$ cat config.mk
export PLATFORM = sky130hd
export DESIGN_NAME = swap_scheduler
export DESIGN_NICKNAME = d
export VERILOG_FILES = /design/src/rtl/swap_pkg.sv /design/src/rtl/swap_rr_arb.sv /design/src/rtl/swap_scheduler.sv
export SDC_FILE = /design/constraint.sdc
export NUM_CORES = 1
export LEC_CHECK = 0
export CORE_MARGIN = 8
export CORE_UTILIZATION = 47
export DETAILED_ROUTE_END_ITERATION = 8
export HOLD_SLACK_MARGIN = 0.15
export PLACE_DENSITY = 0.95
export SYNTH_ARGS = -nofsm -noshare
export SYNTH_HDL_FRONTEND = slang
export SYNTH_SLANG_ARGS = --single-unit
$ cat constraint.sdc
create_clock -name clk -period 3.6 [get_ports clk]
set_input_delay 0.72 -clock clk [delete_from_list [all_inputs] [get_ports clk]]
set_output_delay 0.72 -clock clk [all_outputs]
set_load 0.03 [all_outputs]
$ cat src/rtl/swap_pkg.sv
// ============================================================================
// Module      : swap_pkg
// Description : Shared types and constants for the register-pair swap scheduler.
// Revision    : 1.0 - initial release
// ============================================================================
`default_nettype none

package swap_pkg;

  typedef enum logic [2:0] {
    IDLE = 3'd0,
    RD_A = 3'd1,
    RD_B = 3'd2,
    WR_A = 3'd3,
    WR_B = 3'd4,
    DONE = 3'd5
  } swap_state_t;

  // Bank read data arrives one cycle after the address; WR_A relies on this to bypass B's value.
  localparam int RD_LATENCY = 1;
  localparam int STATS_W    = 16;

  function automatic logic [STATS_W-1:0] sat_inc(input logic [STATS_W-1:0] v);
    return (&v) ? v : v + 1'b1;
  endfunction

endpackage

`default_nettype wire

$ cat src/rtl/swap_rr_arb.sv
// ============================================================================
// Module      : swap_rr_arb
// Description : Round-robin arbiter; search starts one past the last winner.
// Revision    : 1.0 - initial release
// ============================================================================
`default_nettype none

module swap_rr_arb #(
  parameter int NUM_REQ = 2,
  parameter int ID_W    = (NUM_REQ > 1) ? $clog2(NUM_REQ) : 1
) (
  input  logic               clk,
  input  logic               rst,
  input  logic [NUM_REQ-1:0] req,
  input  logic               update,
  output logic [NUM_REQ-1:0] grant,
  output logic [ID_W-1:0]    grant_id,
  output logic               grant_any
);

  logic [ID_W-1:0] r_last;
  int              w_cand;
  logic [ID_W-1:0] w_cand_id;

  always_comb begin
    grant     = '0;
    grant_id  = '0;
    grant_any = 1'b0;
    w_cand    = 0;
    w_cand_id = '0;
    for (int k = 1; k <= NUM_REQ; k++) begin
      w_cand = int'(r_last) + k;
      if (w_cand >= NUM_REQ) begin
        w_cand = w_cand - NUM_REQ;
      end
      w_cand_id = ID_W'(w_cand);
      if (!grant_any && req[w_cand_id]) begin
        grant[w_cand_id] = 1'b1;
        grant_id         = w_cand_id;
        grant_any        = 1'b1;
      end
    end
  end

  // Reset to the highest index so requester 0 is first in line.
  always_ff @(posedge clk or posedge rst) begin
    if (rst) begin
      r_last <= ID_W'(NUM_REQ - 1);
    end else if (update && grant_any) begin
      r_last <= grant_id;
    end
  end

endmodule

`default_nettype wire

$ cat src/rtl/swap_scheduler.sv
// ============================================================================
// Module      : swap_scheduler
// Description : Round-robin sequencer of register-pair swaps on a single-port
//               bank (read A, read B, write A, write B). Optional swap counter
//               enabled by defining SWAP_SCHED_STATS_EN.
// Revision    : 1.0 - initial release
// ============================================================================
`default_nettype none

module swap_scheduler
  import swap_pkg::*;
#(
  parameter int   NUM_REQ  = 2,
  parameter int   NUM_REGS = 8,
  parameter int   DATA_W   = 32,
  parameter int   IDX_W    = $clog2(NUM_REGS),
  localparam int  ID_W     = (NUM_REQ > 1) ? $clog2(NUM_REQ) : 1
) (
  input  logic                     clk,
  input  logic                     rst,
  input  logic [NUM_REQ-1:0]       req_valid,
  input  logic [NUM_REQ*IDX_W-1:0] req_idx_a,
  input  logic [NUM_REQ*IDX_W-1:0] req_idx_b,
  output logic [NUM_REQ-1:0]       req_ready,
  output logic                     done_valid,
  output logic [ID_W-1:0]          done_id,
  output logic                     done_err,
  output logic [IDX_W-1:0]         rf_addr,
  input  logic [DATA_W-1:0]        rf_rd_data,
  output logic                     rf_wr_en,
  output logic [DATA_W-1:0]        rf_wr_data
`ifdef SWAP_SCHED_STATS_EN
  ,
  output logic [STATS_W-1:0]       swap_count
`endif
);

  swap_state_t        r_state;
  swap_state_t        w_next;
  logic [IDX_W-1:0]   r_idx_a;
  logic [IDX_W-1:0]   r_idx_b;
  logic [ID_W-1:0]    r_id;
  logic               r_err;
  logic [DATA_W-1:0]  r_ta;
  logic [DATA_W-1:0]  r_tb;

  logic [NUM_REQ-1:0] w_grant;
  logic [ID_W-1:0]    w_grant_id;
  logic               w_grant_any;
  logic               w_idle;
  logic [IDX_W-1:0]   w_sel_a;
  logic [IDX_W-1:0]   w_sel_b;
  logic               w_bad;
  logic               w_same;

  assign w_idle = (r_state == IDLE);

  swap_rr_arb #(
    .NUM_REQ (NUM_REQ),
    .ID_W    (ID_W)
  ) u_arb (
    .clk       (clk),
    .rst       (rst),
    .req       (req_valid),
    .update    (w_idle),
    .grant     (w_grant),
    .grant_id  (w_grant_id),
    .grant_any (w_grant_any)
  );

  assign w_sel_a = req_idx_a[w_grant_id*IDX_W +: IDX_W];
  assign w_sel_b = req_idx_b[w_grant_id*IDX_W +: IDX_W];
  assign w_bad   = (int'(w_sel_a) >= NUM_REGS) || (int'(w_sel_b) >= NUM_REGS);
  assign w_same  = (w_sel_a == w_sel_b);

  // Masked during reset so every output reads 0 while rst is high.
  assign req_ready = (w_idle && !rst) ? w_grant : '0;

  always_comb begin
    w_next     = r_state;
    rf_addr    = '0;
    rf_wr_en   = 1'b0;
    rf_wr_data = '0;
    done_valid = 1'b0;
    done_id    = '0;
    done_err   = 1'b0;
    case (r_state)
      IDLE: begin
        if (w_grant_any) begin
          w_next = (w_bad || w_same) ? DONE : RD_A;
        end
      end
      RD_A: begin
        rf_addr = r_idx_a;
        w_next  = RD_B;
      end
      RD_B: begin
        rf_addr = r_idx_b;
        w_next  = WR_A;
      end
      WR_A: begin
        rf_addr    = r_idx_a;
        rf_wr_en   = 1'b1;
        rf_wr_data = rf_rd_data;
        w_next     = WR_B;
      end
      WR_B: begin
        rf_addr    = r_idx_b;
        rf_wr_en   = 1'b1;
        rf_wr_data = r_ta;
        w_next     = DONE;
      end
      DONE: begin
        done_valid = 1'b1;
        done_id    = r_id;
        done_err   = r_err;
        w_next     = IDLE;
      end
      default: w_next = IDLE;
    endcase
  end

  always_ff @(posedge clk or posedge rst) begin
    if (rst) begin
      r_state <= IDLE;
      r_idx_a <= '0;
      r_idx_b <= '0;
      r_id    <= '0;
      r_err   <= 1'b0;
      r_ta    <= '0;
      r_tb    <= '0;
    end else begin
      r_state <= w_next;
      case (r_state)
        IDLE: begin
          if (w_grant_any) begin
            r_idx_a <= w_sel_a;
            r_idx_b <= w_sel_b;
            r_id    <= w_grant_id;
            r_err   <= w_bad;
          end
        end
        RD_B:    r_ta <= rf_rd_data;
        WR_A:    r_tb <= rf_rd_data;
        default: ;
      endcase
    end
  end

`ifdef SWAP_SCHED_STATS_EN
  logic [STATS_W-1:0] r_swap_count;

  always_ff @(posedge clk or posedge rst) begin
    if (rst) begin
      r_swap_count <= '0;
    end else if ((r_state == DONE) && !r_err) begin
      r_swap_count <= sat_inc(r_swap_count);
    end
  end

  assign swap_count = r_swap_count;
`endif

endmodule

`default_nettype wire

==> run metrics <==
status=finished clean; Clock Root Buffer=clkbuf_8; Yosys warnings=0; post-cts resize count=0; Cell Pwr Density=between 800 and 900 nW/um^2; Reg2Reg Depth=3; synth top area cells=dfrtp_1 46%, mux2_2 15%, a22o_1 12%; die width=85.4 um; Final GP Congestion=0.768; setup TNS=0 ns; Syn Inst Count=190; register area=about 1100 um^2; top-count cell post-synth=dfrtp_1; R2R Path Start=r_state[1]$_DFFE_PP0P_; hold path cells=1; RSZ-0062 raised after global routing=no; Layout fillers=between 300 and 400; Multi-input gate area=around 1100 um^2; DRT iter0 DRCs=90; Pwr Total=2.74 mW; slew of the pin with the lowest slew margin=around 0.8 ns; Final setup viols=0; synthesized cell area=~2300 um^2; vias per cell=about 5.6; Top delay family on crit path=buffers and inverters; synthesized flop and latch total=43; WL final=5.62 mm; CP bufs+invs=2; Commonest cells post-synth=42 x dfrtp_1, 32 x a22o_1, 30 x mux2_2; CTS tree=done; Worst R2R End=r_ta[5]$_DFFE_PP0P_; fraction of registers with async set/reset=1.00; sequential fraction of the synthesis area=0.476; clk_lat worst skew=~0.29 ns; delay of the slowest critical-path stage=roughly 0.7 ns; Hold EP=r_ta[1]$_DFFE_PP0P_; Final period util=0.869; total setup buffers inserted after CTS=0; first-pass GRT wire length=approximately 9.3 mm; WL/cell=17.0 um; CP Max Fanout=22; DP HPWL=roughly 4.3 mm; Fmax=between 0.3 and 0.4 GHz; hold_sp=r_ta[1]$_DFFE_PP0P_; clock-pin slew on the worst setup and hold paths=roughly 0.07 ns; crit path cell chain=nor3b_4 -> buf_4 -> a22o_1 -> clkdlybuf4s50_1; Tmin final=between 3 and 4 ns; die area=7300 um^2; Worst Path Required=around 2.9 ns; syn nets=~240; post-synth top area share=0.464; Max VDD drop=0.423 mV; drt first pass iters=4; EDFF count, synth=0; Final Hold Fails=0; clock buffer count from CTS=5; pin count of the biggest net entering global routing=33; Critical Setup Path Class=reg -> out; num ports=89; share of layout cells above drive strength 1=0.185; antenna-violating nets left=0; initial antenna violation count=0; total gr overflow=0; ANT cells=0; Slew HR=0.457; Max Slew Vio Count=0; Core ar.=around 4700 um^2; worst endpoint data arrival time=roughly 2.4 ns; startpoint types=register; initial core utilization=0.483; total number of H-tree levels=2; Final Skew=between 0.003 and 0.004 ns; hold_buf cts=0; Yosys cell types=38; vias post-DR=roughly 1,800; Port Buffers=87; Synth area leader=dfrtp_1; row cnt=25; die extent in y=85.4 um; max-cap viol count=0; synthesized area per cell=11.9 um^2; drc violations=0; CTS max path bufs=2; Crit-path slowest cell=clkdlybuf4s50_1; pre-CTS WS=0.661 ns; PnR worst setup slack=roughly 0.47 ns; crit end category=output pin; static leakage=roughly 1.3 nW; Tot GR Track Use=0.157; Worst R2R Setup Slack=approximately 1.8 ns; CTS Sinks=43; vias in the first global route=a little under 2,000; Tightest Hold Check Type=reg -> reg; Layout Nets=~320; Post-synth top flop=dfrtp_1; Area Overhead vs Synth=43.4%
[worst max-delay path by stage]
stage | startpoint | endpoint | slack [ns] | cells past startpoint
2_1_floorplan | req_valid[1] | req_ready[1] | 1.31 | 3
3_3_place_gp | rst | req_ready[0] | 0.68 | 4
3_5_place_dp | rst | req_ready[0] | 0.66 | 4
4_1_cts | r_state[2]$_DFFE_PP0P_ | rf_wr_data[7] | 0.48 | 4
5_1_grt | r_state[2]$_DFFE_PP0P_ | rf_wr_data[30] | 0.34 | 4
6_report | r_state[2]$_DFFE_PP0P_ | rf_wr_data[13] | 0.47 | 4
[metrics by stage]
step | hold WS [ns] | instances | util | area, um^2
floorplan | 0.459 | 190 | - | 2260
global placement | 0.468 | 323 | 0.674 | 3160
detailed placement | 0.485 | 323 | 0.674 | 3160
CTS | 0.503 | 330 | 0.692 | 3250
global route | 0.521 | 330 | 0.692 | 3250
finish | 0.497 | 330 | 0.692 | 3250
[cell families after synthesis]
logic type      count (synthesis)  synth area share
buf+inv                        21            0.0552
simple gates                   29            0.0834
flops                          43             0.476
compound gates                 53             0.180
xor+xnor                        6            0.0232
mux                            37             0.181
other cells                     1           0.00166
[layout by cell type, fill, tap and decap left out, types with 2 or more instances in the layout]
master,Yosys,layout
and3b_1,2,2
nor2_1,9,9
nor3b_4,1,2
mux2_2,30,30
a22o_1,32,32
a21oi_1,7,7
clkbuf_8,0,6
clkdlybuf4s50_1,0,86
a22oi_1,2,2
mux2_1,2,2
and2_1,2,2
nor4_1,2,2
o21ai_0,6,6
buf_4,3,9
xnor2_1,5,5
inv_1,5,4
mux2i_1,5,5
nand2_1,4,4
dfrtp_1,42,42
[layout make-up]
| type | instances | share of cell area |
|---|---|---|
| inverters | 5 | 0.00578 |
| well taps | 54 | 0.0208 |
| flip-flops and latches | 43 | 0.332 |
| multi-input cells | 126 | 0.329 |
| clock buffers | 6 | 0.0254 |
| repair buffers | 95 | 0.286 |
| clock inverters | 1 | 0.00154 |
[state kept, by name, summed over array words and instances, names as in the netlist]
signal,flops
r_id,1
r_idx_a,3
r_idx_b,3
r_state,3
r_ta,32
u_arb.r_last,1
[per-layer routing]
layer / vias up / routed length, um / GRT usage
met5: - / 0 / 0
met4: 0 / 38 / 0.0287
met3: 5 / 436 / 0.0598
met2: 73 / 2750 / 0.270
met1: 895 / 2390 / 0.182
li1: 872 / - / -
[power breakdown]
part	total (mW)	switching, mW	internal (mW)	leakage (nW)
Combinational	1.54	0.780	0.761	0.774
Sequential	0.904	0.169	0.735	0.504
Clock	0.301	0.150	0.150	0.0470
Total	2.74	1.10	1.65	1.32
Power figures use the tool's default switching activity.
